## config.mk

```make
export PLATFORM = sky130hd
export DESIGN_NAME = async_fifo_wr_ctrl
export DESIGN_NICKNAME = d
export VERILOG_FILES = /design/src/rtl/fifo_pkg.sv /design/src/rtl/sync_vec.sv /design/src/rtl/async_fifo_wr_ctrl.sv
export SDC_FILE = /design/constraint.sdc
export NUM_CORES = 1
export LEC_CHECK = 0
export ABC_AREA = 0
export BUFFER_PORTS_ARGS = -buffer_cell sky130_fd_sc_hd__buf_2
export CORE_MARGIN = 5
export CORE_UTILIZATION = 59
export CTS_BUF_LIST = sky130_fd_sc_hd__clkbuf_2 sky130_fd_sc_hd__clkbuf_4 sky130_fd_sc_hd__clkbuf_8
export CTS_CLUSTER_DIAMETER = 60
export CTS_CLUSTER_SIZE = 14
export DETAILED_ROUTE_END_ITERATION = 8
export PLACE_DENSITY_LB_ADDON = 0.1
export SYNTH_ARGS = -nofsm -noshare
export SYNTH_HDL_FRONTEND = slang
export SYNTH_SLANG_ARGS = --single-unit
```

## constraint.sdc

```tcl
create_clock -name clk -period 7.77 [get_ports clk]
set_clock_uncertainty 0.2 [all_clocks]
set_input_delay 0.3885 -clock clk [delete_from_list [all_inputs] [get_ports clk]]
set_output_delay 0.3885 -clock clk [all_outputs]
set_load 0.005 [all_outputs]
```

## src/rtl/fifo_pkg.sv

```systemverilog
// fifo_pkg: shared pointer type and binary/Gray conversions for the dual-clock FIFO
package fifo_pkg;
  localparam int PTR_MAX_W = 16;
  typedef logic [PTR_MAX_W-1:0] ptr_t;
  function automatic ptr_t width_mask(input int unsigned w);
    return (ptr_t'(1) << w) - ptr_t'(1);
  endfunction
  function automatic ptr_t bin2gray(input ptr_t b, input int unsigned w);
    return (b ^ (b >> 1)) & width_mask(w);
  endfunction
  function automatic ptr_t gray2bin(input ptr_t g, input int unsigned w);
    ptr_t b;
    b = g & width_mask(w);
    for (int i = 1; i < PTR_MAX_W; i++) b = b ^ ((g & width_mask(w)) >> i);
    return b;
  endfunction
endpackage

```

## src/rtl/sync_vec.sv

```systemverilog
// sync_vec: STAGES-deep flop chain carrying a W-bit vector into the clk domain
module sync_vec #(
  parameter int W      = 1,
  parameter int STAGES = 2
) (
  input  logic         clk,
  input  logic         rst,
  input  logic [W-1:0] d_i,
  output logic [W-1:0] q_o
);
  logic [STAGES*W-1:0] chain_q;
  always_ff @(posedge clk or posedge rst)
    if (rst) chain_q <= '0;
    else     chain_q <= {chain_q[(STAGES-1)*W-1:0], d_i};
  assign q_o = chain_q[STAGES*W-1 -: W];
endmodule

```

## src/rtl/async_fifo_wr_ctrl.sv

```systemverilog
// async_fifo_wr_ctrl: write-domain pointer, full/level/overflow control of the dual-clock FIFO
module async_fifo_wr_ctrl
  import fifo_pkg::*;
#(
  parameter int ADDR_W      = 4,
  parameter int SYNC_STAGES = 2,
  parameter int AFULL_THR   = 12
) (
  input  logic            clk,
  input  logic            rst,
  input  logic            push_valid,
  output logic            push_ready,
  output logic            mem_we,
  output logic [ADDR_W-1:0] mem_waddr,
  output logic [ADDR_W:0] wptr_gray,
  input  logic [ADDR_W:0] rptr_gray_in,
  output logic            full,
  output logic            almost_full,
  output logic [ADDR_W:0] level,
  output logic            overflow,
  input  logic            clr_overflow
);
  localparam int PW = ADDR_W + 1;
  logic [ADDR_W:0] bin_q, bin_d, gray_q, gray_d, level_q, level_d, rq, rq_bin, full_pat;
  logic full_q, afull_q, ovf_q, ovf_d, push;
  sync_vec #(.W(PW), .STAGES(SYNC_STAGES)) u_rptr_sync (
    .clk (clk),
    .rst (rst),
    .d_i (rptr_gray_in),
    .q_o (rq)
  );
  assign push        = push_valid & ~full_q;
  assign push_ready  = ~full_q;
  assign mem_we      = push;
  assign mem_waddr   = bin_q[ADDR_W-1:0];
  assign wptr_gray   = gray_q;
  assign full        = full_q;
  assign almost_full = afull_q;
  assign level       = level_q;
  assign overflow    = ovf_q;
  // Full when the write pointer is one lap ahead: top two Gray bits inverted, rest equal.
  always_comb begin
    bin_d    = bin_q + PW'(push);
    gray_d   = PW'(bin2gray(ptr_t'(bin_d), PW));
    rq_bin   = PW'(gray2bin(ptr_t'(rq), PW));
    level_d  = bin_d - rq_bin;
    full_pat = rq ^ (PW'(3) << (ADDR_W - 1));
    ovf_d    = (push_valid & full_q) | (ovf_q & ~clr_overflow);
  end
  always_ff @(posedge clk or posedge rst)
    if (rst) begin
      bin_q   <= '0;
      gray_q  <= '0;
      level_q <= '0;
      full_q  <= 1'b0;
      afull_q <= 1'b0;
      ovf_q   <= 1'b0;
    end else begin
      bin_q   <= bin_d;
      gray_q  <= gray_d;
      level_q <= level_d;
      full_q  <= (gray_d == full_pat);
      afull_q <= (level_d >= PW'(AFULL_THR));
      ovf_q   <= ovf_d;
    end
endmodule

```

==> flow_summary.rst <==
.. list-table::
   :header-rows: 1

   * - Metric
     - Value
   * - Total DRC errors in the routed layout
     - 0
   * - Synthesized area
     - 0.001192 mm2
   * - Final hold violation count
     - 0
   * - Via count of the first global-routing pass
     - 778
   * - Critical path cell sequence
     - xnor2_1, xor2_1, xor2_1, xnor2_1, ha_1, fa_1, nor2b_1, o21ai_0, and3_1, or4b_1
   * - Max stage delay on crit path
     - 500 ps
   * - Critical path arrival
     - 3390 ps
   * - Peak clock frequency supported by timing
     - 0.2973 GHz
   * - Drt wl/cell
     - 12.51 um
   * - Leakage power total
     - 0.6922 nW
   * - Capturing element type of the critical path
     - register
   * - Number of buffers added by the clock tree synthesis step
     - 3
   * - Least-Margin Pin Slew
     - 958.4 ps
   * - Total buffers and inverters traversed by the critical path
     - 0
   * - Switch Pwr
     - 242.3 uW
   * - Number of antenna-violating nets in the routed design
     - 0
   * - Number of H-tree levels
     - 1
   * - Clock-pin slew of the registers on the worst-case setup and hold paths
     - 150 ps
   * - Net total in the final layout
     - 147
   * - Max-capacitance violation count
     - 0
   * - Number of storage elements in the synthesis netlist
     - 27
   * - DIE AREA
     - 0.003020 mm2
   * - Cell with the largest stage delay on the worst path
     - sky130_fd_sc_hd__fa_1
   * - Critical path type
     - register to register
   * - All-Layer GR Usage
     - 15.65%
   * - Internal power contribution
     - 377.6 uW
   * - Largest net degree at the start of global routing
     - 28
   * - Max-slew violation count
     - 0
   * - Mapped Nets
     - 111
   * - Critical path launch point type
     - register
   * - Post-route cell area
     - 0.001436 mm2
   * - Part of the power in the clock network
     - 10.3%
   * - Worst Reg-to-Reg Cells
     - 10
   * - Part of the total power dissipated in sequential elements
     - 35.5%
   * - Antenna violations before repair
     - 0
   * - Type of the most critical hold path
     - input pin to register
   * - Hold path endpoint
     - overflow
   * - Number of standard cells in the layout, taps in and fillers out
     - 157
   * - Resize count post-CTS
     - 0
   * - P per Cell Area
     - 431.6 mW/mm2
   * - Fraction of met1 tracks used by global routing
     - 17.43%
   * - FP Rows
     - 16
   * - Seq/Total Area, Yosys
     - 56.66%
   * - Sum of routed wire length over all layers
     - 1.964 mm
   * - Met3 Track Usage GR
     - 3.753%
   * - Setup violation total in the final timing report
     - 0
   * - Area used by multi-input combinational logic
     - 466.7 um2
   * - Cells after synthesis
     - 95
   * - Fraction of power spent switching nets
     - 39.09%
   * - Antenna Diode Count
     - 0
   * - Half-perimeter wire length after placement
     - 1.481 mm
   * - End of the worst register-to-register path
     - almost_full
   * - Drt initial violations
     - 2
   * - Most utilized layer in the global route result
     - met2
   * - Vias per cell
     - 4.873
   * - Vias
     - 765
   * - Total congestion overflow after global routing
     - 0
   * - Data required time of the worst path
     - 7790 ps
   * - Die Span X
     - 54.96 um
   * - Crit-path max FO
     - 5
   * - Peak supply drop
     - 0.2722 mV
   * - Remaining max-slew budget at the tightest pin
     - 36.04%
   * - Clock tree from TritonCTS
     - yes
   * - Area overhead of the layout relative to synthesis
     - 20.46%
   * - Cell variety after synth
     - 26
   * - Part of the power in combinational logic
     - 54.2%
   * - Sequential Area
     - 675.6 um2
   * - Met2 capacity usage during global routing
     - 26.18%
   * - Internal reg-to-reg setup slack
     - 4410 ps
   * - Total iterations of the first detailed-routing run
     - 4
   * - Worst Min Path Start
     - clr_overflow
   * - Maximum clock insertion buffer count
     - 2
   * - Fraction of layout instances using a drive strength above 1
     - 26.92%
   * - Total power
     - 620.0 uW
   * - FF-to-FF Start
     - u_rptr_sync.chain_q[8]
   * - Core footprint
     - 0.001942 mm2
   * - Global-route wire length before repair
     - 3.236 mm
   * - Sum of negative setup slack
     - 0 ps
   * - Initial core utilization
     - 61.40%
   * - Routability congestion estimate
     - 0.7561
   * - Synth Warn #
     - 0
   * - Hold Path Stages
     - 2
   * - Share of the cycle needed by the critical path after routing
     - 43.30%
   * - Total placed cells including tap cells
     - 148
   * - Post-layout minimum cycle time
     - 3364 ps
   * - Clock sink count
     - 27
   * - Core utilization of the finished layout
     - 73.97%
   * - Mean cell area of the mapped netlist
     - 12.55 um2
   * - Largest delay share family, worst path
     - XOR/XNOR gates
   * - Clock latency on the worst-skew pair
     - 340 ps
   * - Die span in y
     - 54.96 um
   * - Placed Instance Area
     - 0.001356 mm2
   * - RSZ-0062 raised after global routing
     - no
   * - Library cell used as clock root buffer
     - sky130_fd_sc_hd__clkbuf_4
   * - Commonest cells after routing, fill and taps aside
     - sky130_fd_sc_hd__dfrtp_1 (27), sky130_fd_sc_hd__buf_2 (27), sky130_fd_sc_hd__xnor2_1 (15)
   * - Filler Cell Count
     - 136
   * - Number of top-level pins
     - 28
   * - Port-buffer cells
     - 27
   * - Status
     - finished, final reports clean
-- timing repair --
action                    CTS  global route
hold endpoints to repair    5             0
hold buffers                5             0
setup buffers               0             0
-- cells by family (layout without fill, tap and decap cells) --
family                   after synthesis  in the layout  share of synthesized area [%]
flip-flops                            27             27                          56.66
AO/OA/AOI/OAI                          9              9                          5.667
buffers and inverters                 13             48                          4.197
adder cells (fa/ha/maj)                7              7                          7.975
XOR/XNOR                              22             22                          16.79
AND/OR/NAND/NOR                       16             16                          7.872
multiplexers                           1              1                         0.8395
-- worst reg2reg max path, stage by stage (launching register included) --
cell and delay [ps]:
sky130_fd_sc_hd__dfrtp_1 440, sky130_fd_sc_hd__xnor2_1 270, sky130_fd_sc_hd__xor2_1 260, sky130_fd_sc_hd__xor2_1 310, sky130_fd_sc_hd__xnor2_1 110, sky130_fd_sc_hd__ha_1 220
sky130_fd_sc_hd__fa_1 500, sky130_fd_sc_hd__nor2b_1 140, sky130_fd_sc_hd__o21ai_0 100, sky130_fd_sc_hd__and3_1 210, sky130_fd_sc_hd__or4b_1 490
-- synth_stat cells --
cell	count	area share (%)
sky130_fd_sc_hd__clkbuf_2	1	0.42
sky130_fd_sc_hd__and3_1	1	0.52
sky130_fd_sc_hd__a21bo_2	1	0.84
sky130_fd_sc_hd__nand4b_1	1	0.73
sky130_fd_sc_hd__a21oi_1	2	0.84
sky130_fd_sc_hd__nand3_1	4	1.7
sky130_fd_sc_hd__mux2i_1	1	0.84
sky130_fd_sc_hd__ha_1	6	6.3
sky130_fd_sc_hd__or4b_1	1	0.84
sky130_fd_sc_hd__nand2_1	3	0.94
sky130_fd_sc_hd__o21ai_0	2	0.84
sky130_fd_sc_hd__a21o_1	1	0.63
sky130_fd_sc_hd__fa_1	1	1.7
sky130_fd_sc_hd__or2_2	1	0.52
sky130_fd_sc_hd__inv_1	12	3.8
sky130_fd_sc_hd__nor2b_1	2	1.0
sky130_fd_sc_hd__or3_1	1	0.52
sky130_fd_sc_hd__xor2_1	6	4.4
sky130_fd_sc_hd__xnor2_1	15	11
sky130_fd_sc_hd__a31oi_1	1	0.52
sky130_fd_sc_hd__xnor2_2	1	1.4
sky130_fd_sc_hd__dfrtp_1	27	57
sky130_fd_sc_hd__nand4_1	1	0.52
sky130_fd_sc_hd__a2111oi_2	1	1.3
sky130_fd_sc_hd__nor4_1	1	0.52
sky130_fd_sc_hd__o2bb2ai_1	1	0.73
-- sequential cells by signal, indices dropped and copies added, names as in the netlist --
signal and cells:
full 1, level 5, almost_full 1, overflow 1, wptr_gray 4, bin_q 5, u_rptr_sync.chain_q 10
-- how the worst max path moves through the flow --
stage | from | endpoint | slack (ps) | cells after the start
after floorplan | u_rptr_sync.chain_q[8] | almost_full | 4720 | 10
after global placement | u_rptr_sync.chain_q[8] | almost_full | 4620 | 10
after detailed placement | u_rptr_sync.chain_q[8] | almost_full | 4460 | 10
after CTS | u_rptr_sync.chain_q[8] | almost_full | 4390 | 10
after global routing | u_rptr_sync.chain_q[8] | almost_full | 4180 | 10
final | u_rptr_sync.chain_q[8] | almost_full | 4410 | 10
-- power by group through the flow --
stage / Combinational (mW) / Sequential [mW] / Clock (mW)
floorplan: 0.246 / 0.226 / 0
global placement: 0.328 / 0.223 / 0
detailed placement: 0.339 / 0.224 / 0
CTS: 0.343 / 0.221 / 0.0640
global route: 0.379 / 0.227 / 0.0701
finish: 0.336 / 0.220 / 0.0637
-- area by class of cell --
| class | instances | area share, % |
|---|---|---|
| well taps | 27 | 2.352 |
| clock buffers | 3 | 1.568 |
| inverters | 12 | 3.136 |
| multi-input cells | 55 | 32.49 |
| flip-flops and latches | 27 | 47.04 |
| repair buffers | 32 | 12.89 |
| clock inverters | 1 | 0.5226 |
-- per-layer routing --
metal | share of wire (%) | routed length [um]
met1 | 41 | 800
met2 | 49 | 962
met3 | 7.7 | 152
met4 | 2.5 | 49
met5 | 0 | 0
-- per-stage QoR --
stage	hold slack, ps	setup slack, ps
finish	15.92	4406
global route	4.437	4178
CTS	19.36	4386
detailed placement	134.7	4457
global placement	132.5	4617
floorplan	131.2	4718
No activity file was read; power rests on OpenSTA's default activity.
